===== src/rtl/fir_fifo_ctrl.sv =====
// Frame sequencer for the FIR + FIFO datapath: credit-limited issue, latency-aligned FIFO writes, 2-entry output buffer.
// Define FIR_CTRL_CHK_EN to build the sticky overflow/underflow checker driving err.
package fir_pkg;
   localparam int BIT_PREC = 16;
   localparam int DWIDTH   = 32;
endpackage

module fir_fifo_ctrl #(
   parameter int BIT_PREC   = fir_pkg::BIT_PREC,
   parameter int DWIDTH     = fir_pkg::DWIDTH,
   parameter int FIR_LAT    = 4,
   parameter int FIFO_DEPTH = 16,
   parameter int CNT_W      = 16
) (
   input  logic                clk,
   input  logic                rst_n,
   input  logic                start,
   input  logic [CNT_W-1:0]    frame_len,
   input  logic                s_valid,
   input  logic [BIT_PREC-1:0] s_data,
   output logic                s_ready,
   output logic                fir_en,
   output logic [BIT_PREC-1:0] in_wave,
   output logic                write_en,
   input  logic                full_flg,
   input  logic                empty_flg,
   output logic                read_en,
   input  logic [DWIDTH-1:0]   rdata,
   output logic                m_valid,
   output logic [DWIDTH-1:0]   m_data,
   input  logic                m_ready,
   output logic                busy,
   output logic                done,
   output logic                err
);
   localparam int CRW = $clog2(FIFO_DEPTH + 1);

   typedef enum logic [2:0] {IDLE, RUN, FLUSH, DRAIN, DONE} state_t;

   state_t             state, state_nxt;
   logic [CNT_W-1:0]   len_q;
   logic [CNT_W-1:0]   issued;
   logic [CRW-1:0]     credit;
   logic [FIR_LAT-1:0] pipe;
   logic               rd_pend;
   logic [1:0]         buf_cnt;
   logic [DWIDTH-1:0]  buf0, buf1;
   logic               start_acc;
   logic               pop;
   logic [2:0]         occ;

   assign start_acc = start && (state == IDLE);
   assign pop       = m_valid && m_ready;
   assign s_ready   = (state == RUN) && (credit != '0) && (issued < len_q);
   assign fir_en    = s_valid && s_ready;
   assign in_wave   = s_ready ? s_data : '0;
   assign write_en  = pipe[FIR_LAT-1];
   // Occupancy the buffer will have once the outstanding read lands, net of this cycle's pop.
   assign occ       = {1'b0, buf_cnt} + {2'b00, rd_pend} - {2'b00, pop};
   assign read_en   = rst_n && !empty_flg && (occ < 3'd2);
   assign m_valid   = (buf_cnt != 2'd0);
   assign m_data    = buf0;
   assign busy      = (state != IDLE);
   assign done      = (state == DONE);

   always_ff @(posedge clk or negedge rst_n) begin
      if (!rst_n) state <= IDLE;
      else        state <= state_nxt;
   end

   always_comb begin
      state_nxt = state;
      case (state)
         IDLE:    if (start) state_nxt = (frame_len == '0) ? DONE : RUN;
         RUN:     if (issued == len_q) state_nxt = FLUSH;
         FLUSH:   if (pipe == '0) state_nxt = DRAIN;
         DRAIN:   if (empty_flg && !rd_pend && (buf_cnt == 2'd0)) state_nxt = DONE;
         DONE:    state_nxt = IDLE;
         default: state_nxt = IDLE;
      endcase
   end

   always_ff @(posedge clk or negedge rst_n) begin
      if (!rst_n) begin
         len_q  <= '0;
         issued <= '0;
      end else if (start_acc) begin
         len_q  <= frame_len;
         issued <= '0;
      end else if (fir_en) begin
         issued <= issued + 1'b1;
      end
   end

   // Credits cover every result between issue and consumer hand-off, so the FIFO cannot overflow.
   always_ff @(posedge clk or negedge rst_n) begin
      if (!rst_n)                credit <= CRW'(FIFO_DEPTH);
      else if (start_acc)        credit <= CRW'(FIFO_DEPTH);
      else if (fir_en && !pop)   credit <= credit - 1'b1;
      else if (!fir_en && pop)   credit <= credit + 1'b1;
   end

   always_ff @(posedge clk or negedge rst_n) begin
      if (!rst_n) begin
         pipe <= '0;
      end else begin
         pipe[0] <= fir_en;
         for (int i = 1; i < FIR_LAT; i++) pipe[i] <= pipe[i-1];
      end
   end

   always_ff @(posedge clk or negedge rst_n) begin
      if (!rst_n) begin
         rd_pend <= 1'b0;
         buf_cnt <= 2'd0;
         buf0    <= '0;
         buf1    <= '0;
      end else begin
         rd_pend <= read_en;
         buf_cnt <= buf_cnt + {1'b0, rd_pend} - {1'b0, pop};
         case ({rd_pend, pop})
            2'b01: buf0 <= buf1;
            2'b10: begin
               if (buf_cnt == 2'd0) buf0 <= rdata;
               else                 buf1 <= rdata;
            end
            2'b11: begin
               if (buf_cnt == 2'd1) begin
                  buf0 <= rdata;
               end else begin
                  buf0 <= buf1;
                  buf1 <= rdata;
               end
            end
            default: ;
         endcase
      end
   end

`ifdef FIR_CTRL_CHK_EN
   always_ff @(posedge clk or negedge rst_n) begin
      if (!rst_n)                                             err <= 1'b0;
      else if (start_acc)                                     err <= 1'b0;
      else if ((write_en && full_flg) || (read_en && empty_flg)) err <= 1'b1;
   end
`else
   logic chk_unused;
   assign chk_unused = full_flg;
   assign err        = 1'b0;
`endif

endmodule


===== config.mk =====
export PLATFORM = sky130hd
export DESIGN_NAME = fir_fifo_ctrl
export DESIGN_NICKNAME = d
export VERILOG_FILES = /design/src/rtl/fir_fifo_ctrl.sv
export SDC_FILE = /design/constraint.sdc
export NUM_CORES = 1
export LEC_CHECK = 0
export ABC_AREA = 1
export BUFFER_PORTS_ARGS = -buffer_cell sky130_fd_sc_hd__clkbuf_2
export CORE_ASPECT_RATIO = 2
export CORE_MARGIN = 4
export CORE_UTILIZATION = 45
export DETAILED_ROUTE_END_ITERATION = 7
export GPL_TIMING_DRIVEN = 0
export PLACE_DENSITY = 0.74
export SYNTH_ARGS = -nofsm -noshare
export SYNTH_HDL_FRONTEND = slang
export SYNTH_SLANG_ARGS = --single-unit

===== constraint.sdc =====
create_clock -name clk -period 3.06 [get_ports clk]
set_clock_uncertainty 0.15 [all_clocks]
set_input_delay 0.153 -clock clk [delete_from_list [all_inputs] [get_ports clk]]
set_output_delay 0.153 -clock clk [all_outputs]
set_load 0.02 [all_outputs]

### After elaboration in Yosys (flattened, before gate mapping)

Cells that the tools add are included.

* flip-flop bits (word level): 111
* bits of input ports: 71
* output and inout port bits: 56
* word-level logic and storage cells: 81

* $add $sub $neg: 7
* order comparisons: 2
* eq/ne operators: 16
* mux-type cells: 18
* reductions and logical operators: 29

Operators by type and width (count)
* $mux W32: 4
* $pmux W32 S3: 1
* $pmux W32 S2: 1
* $mux W16: 3
* $add A16 B1 Y16 const B: 1
* $eq A16 B16 Y1: 1
* $logic_not A16 Y1: 1
* $lt A16 B16 Y1: 1
* $mux W3: 5
* $mux W5: 3
* $ne A2 B2 Y1 const B: 6
* $pmux W3 S4: 1
* $logic_and A1 B1 Y1: 11
* $reduce_bool A3 Y1: 3
* $eq A3 B2 Y1 const B: 2
* $reduce_bool A2 Y1: 3
* $add A5 B1 Y5 const B: 1
* $reduce_bool A5 Y1: 1
* $sub A5 B1 Y5 const B: 1
* $eq A2 B1 Y1 const B: 2
* $eq A2 B2 Y1 const B: 2
* $logic_not A1 Y1: 4
* $logic_not A4 Y1: 1
* $reduce_and A4 Y1: 1
* 12 further kinds: 12

### Logic depth before layout (Yosys ltp)

* depth in word-level cells: 9
* depth in mapped cells: 23
* mapped depth without buffers: 23

### Worst setup path before layout

No wires, ideal clock.

* path type: register -> output
* start: register buf_cnt[1]
* end: output port read_en
* arrival time: 2.296 ns
* data required time: 2.757 ns
* setup slack: 0.461 ns
* cell stages (with the launch flop): 12
* path buffers: 0
* path through: dfrtp_1 -> nor2_1 -> inv_1 -> nand2_1 -> inv_1 -> ha_1 -> inv_1 -> ha_1 -> inv_1 -> fa_1 -> nand3_1 -> nor2_1

* longest elaborated chain between the ends: 5

RTL lines
* start, declared: RTL line 46 `logic [1:0] buf_cnt;`
* start signal, assigned: RTL line 120 `buf_cnt <= buf_cnt + {1'b0, rd_pend} - {1'b0, pop};`
* $reduce_bool A2 Y1: RTL line 61 `assign m_valid = (buf_cnt != 2'd0);`
* via m_valid: RTL line 29 `output logic m_valid,`
* $logic_and A1 B1 Y1: RTL line 53 `assign pop = m_valid && m_ready;`
* $sub A3 B1 Y3: RTL line 59 `assign occ = {1'b0, buf_cnt} + {2'b00, rd_pend} - {2'b00, pop};`
* $lt A3 B2 Y1: RTL line 60 `assign read_en = rst_n && !empty_flg && (occ < 3'd2);`
* $logic_and A1 B1 Y1: RTL line 60
* end, declared: RTL line 27 `output logic read_en,`

The timed path passes the listed nets, and every way through them passes these cells.

### Final worst setup path

* start: register buf_cnt[1]
* end: output port read_en

* longest elaborated chain between the ends: 5

RTL lines (RTL line)
* parallel branches: the longest is 2 deep, another holds $add A2 B1 Y3
* $sub A3 B1 Y3 (*): 59
* $lt A3 B2 Y1 (*): 60
* $logic_and A1 B1 Y1 (*): 60

Mark *: on every way between the ends.

==> impl_results.md <==
- Status: completed
- Yosys cell types: 43
- Setup crit end kind: output pin
- Period utilisation layout: 93.40%
- Synth Cell Area: 0.005623 mm²
- Sequential-to-total area share from yosys stat: 49.42%
- H-tree depth: 3
- Ant. Diodes: 0
- Avg WL per Cell: 13.92 µm
- Initial Util: 46.11%
- Clock root buffer: clkbuf_16
- Ys Warns: 0
- Max IR drop VDD: 0.5689 mV
- CTS tree: done
- Worst-skew pair later-pin latency: 0.35 ns
- Largest net degree at the start of global routing: 113
- Pleak: 0.003788 µW
- Share of cells above drive strength 1: 19.93%
- Placer Congestion: 0.8497
- Core ar.: 0.01220 mm²
- DRT antenna net count: 0
- Syn nets: 786
- Min Clock Period, post-route: 2.858 ns
- Final net count: 972
- Gr ovfl total: 0
- Detailed Place HPWL: 10600 µm
- Fin. max-slew vios: 0
- 1st-pass router iterations: 5
- DR iter-0 viols: 205
- Max Freq: 349.9 MHz
- Setup-failing EPs final: 0
- Post-route non-filler standard cell count: 1030
- R2R depth: 13
- Max_slew headroom: 40.73%
- WP data arrival: 2.56 ns
- Initial antenna violation count: 0
- First-pass GRT wire length: 24220 µm
- Via-to-Cell Ratio: 4.989
- Dpl cells: 964
- Vias in the first global route: 5169
- Worst setup SP type: flop
- Clock sinks: 111
- Actual slew at the worst max-slew pin: 0.8891 ns
- Crit path required time: 2.76 ns
- Synth top area cells: dfrtp_1 (49%), o21ai_0 (7.8%), inv_1 (7.1%)
- Cell accounting for the most synthesized area: dfrtp_1
- R2r setup slk: 0.24 ns
- Fin Setup TNS: 0 ns
- Area growth syn-to-layout: 29.08%
- Clock slew at reported path FFs: 0.07 ns
- Worst hold path startpoint: s_valid
- End point of the critical path: read_en
- Crit path from: buf_cnt[1]$_DFF_PN0_
- Maxcap violations: 0
- Die area: 0.01446 mm²
- Hold Path Class: primary input to flop
- Post-synth top area share: 48.95%
- Die width: 87.04 µm
- WS Path Type: flop to output pin
- Number of buffers created by CTS: 9
- Via count: 5139
- Fill cells: 1098
- Pwr per Cell Area: 898.7 mW/mm²
- PortBufs: 124
- Final wirelength: 14340 µm
- IO Pins: 127
- CP Max Fanout: 4
- CTS Buffer Depth: 2
- FF-to-FF End: credit[4]$_DFFE_PN1P_
- Hold Violations, Final: 0
- GRT Resource Usage Total: 20.87%
- # DRC: 0
- Avg Inst Size Synth: 8.114 µm²
- Post-synthesis sequential element count: 111
- FF-to-FF Start: issued[7]$_DFFE_PN0P_
- Rows: 57
- Die span in y: 166.1 µm
- Post-Syn Instances: 693
-- how the worst min path moves through the flow --
stage,end,slack (ns),cells past startpoint
floorplan,buf1[0]$_DFFE_PN0P_,-0.29,0
detailed placement,m_data[24]$_DFFE_PN0P_,0.20,1
finish,pipe[0]$_DFF_PN0_,0.09,3
global placement,pipe[3]$_DFF_PN0_,0.22,0
CTS,pipe[0]$_DFF_PN0_,0.08,3
global route,pipe[0]$_DFF_PN0_,0.1,3
-- synth_stat cells, drive strengths merged --
cell type / number
nor2: 113
inv: 112
dfrtp: 110
nand2: 106
o21ai: 91
a21oi: 51
ha: 21
clkbuf: 19
nand3: 17
nor3: 16
nand4: 7
buf: 6
nor4: 4
o31ai: 3
a211oi: 2
or2: 2
xor2: 2
a21o: 1
a31oi: 1
and3: 1
conb: 1
dfstp: 1
fa: 1
o2111ai: 1
o21ba: 1
o22ai: 1
o41ai: 1
xnor2: 1
-- critical path, cell delays in order, from the launching register on --
cell and delay [ns]:
dfrtp_2 0.43, nor2_2 0.10, inv_1 0.08, nand2_2 0.11
inv_2 0.08, ha_1 0.27, inv_1 0.05, ha_1 0.13
inv_1 0.05, fa_1 0.51, nand3_1 0.10, nor2_2 0.13
clkbuf_4 0.18
-- state kept, by name (all words and copies together) (netlist names) --
name / flops
issued: 16
pipe: 4
m_data: 32
buf1: 32
len_q: 16
state: 3
buf_cnt: 2
credit: 5
rd_pend: 1
-- cell usage in the layout (no fill, tap or decap), drive strengths merged --
master and instances:
o41ai 1, nand3 17, nand2 106, o21ba 1
fa 1, nand4 7, bufinv 1, conb 1
o31ai 3, dfrtp 110, o21ai 91, nor3 16
nor4 4, o22ai 1, dfstp 1, ha 21
o2111ai 1, a211oi 2, a21oi 51, and3 1
clkinv 1, xor2 2, clkinvlp 1, dlygate4sd3 50
nor2 113, a21o 1, xnor2 1, buf 7
clkbuf 152, a31oi 1, inv 115, or2 2
-- power by group --
part           leakage (µW)  switching [µW]  internal, µW  total [µW]
Combinational       0.00225            1880          1010        2890
Sequential          0.00139             339          2080        2420
Clock              0.000146             570           648        1220
Total               0.00379            2790          3730        6520
-- layer usage --
metal  up-vias  global-route usage (%)  part of all wire (%)
li1       2586                       -                     -
met1      2404                   22.14                    36
met2       125                   40.22                    58
met3        24                   3.078                   4.0
met4         0                   6.716                   2.2
met5         -                       0                     0
-- per-stage QoR --
| step | util (%) | cell area (µm²) | hold WS, ns | total power (µW) | worst slack, ns |
|---|---|---|---|---|---|
| 5_1_grt | 59.52 | 7258 | 0.09870 | 7075 | -0.008765 |
| 3_3_place_gp | 52.70 | 6427 | 0.2172 | 5206 | -0.1482 |
| 2_1_floorplan | - | 5623 | -0.2926 | 4367 | 0.4615 |
| 6_report | 59.52 | 7258 | 0.08630 | 6523 | 0.2019 |
| 3_5_place_dp | 52.78 | 6436 | 0.1965 | 5300 | 0.1921 |
| 4_1_cts | 59.41 | 7246 | 0.07509 | 6567 | 0.04612 |
-- timing repair --
item	in CTS	in global routing
setup endpoints to repair	1	1
hold buffers	50	0
pin swaps	0	1
setup buffers	0	1
endpoints found under the hold margin	159	0
gates resized for setup	3	3
-- cell type report --
type / instances / area, µm² / share of cell area (%)
clock buffers: 9 / 225.2 / 3.103
flip-flops and latches: 111 / 2780 / 38.30
plain buffers: 25 / 102.6 / 1.414
well taps: 147 / 183.9 / 2.534
multi-input cells: 445 / 2328 / 32.08
repair buffers: 175 / 1140 / 15.70
clock inverters: 6 / 77.57 / 1.069
inverters: 112 / 420.4 / 5.792
-- cells by family (layout without fill, tap and decap cells) --
family / Yosys count / in the layout / share of synthesized area [%]
AO/OA/AOI/OAI: 153 / 153 / 14.22
flip-flops: 111 / 111 / 49.42
AND/OR/NAND/NOR: 266 / 266 / 21.50
XOR/XNOR: 3 / 3 / 0.4674
buffers and inverters: 137 / 327 / 9.301
adder cells (fa/ha/maj): 22 / 22 / 5.029
other: 1 / 1 / 0.06669
(Power assumes the default switching activity.)
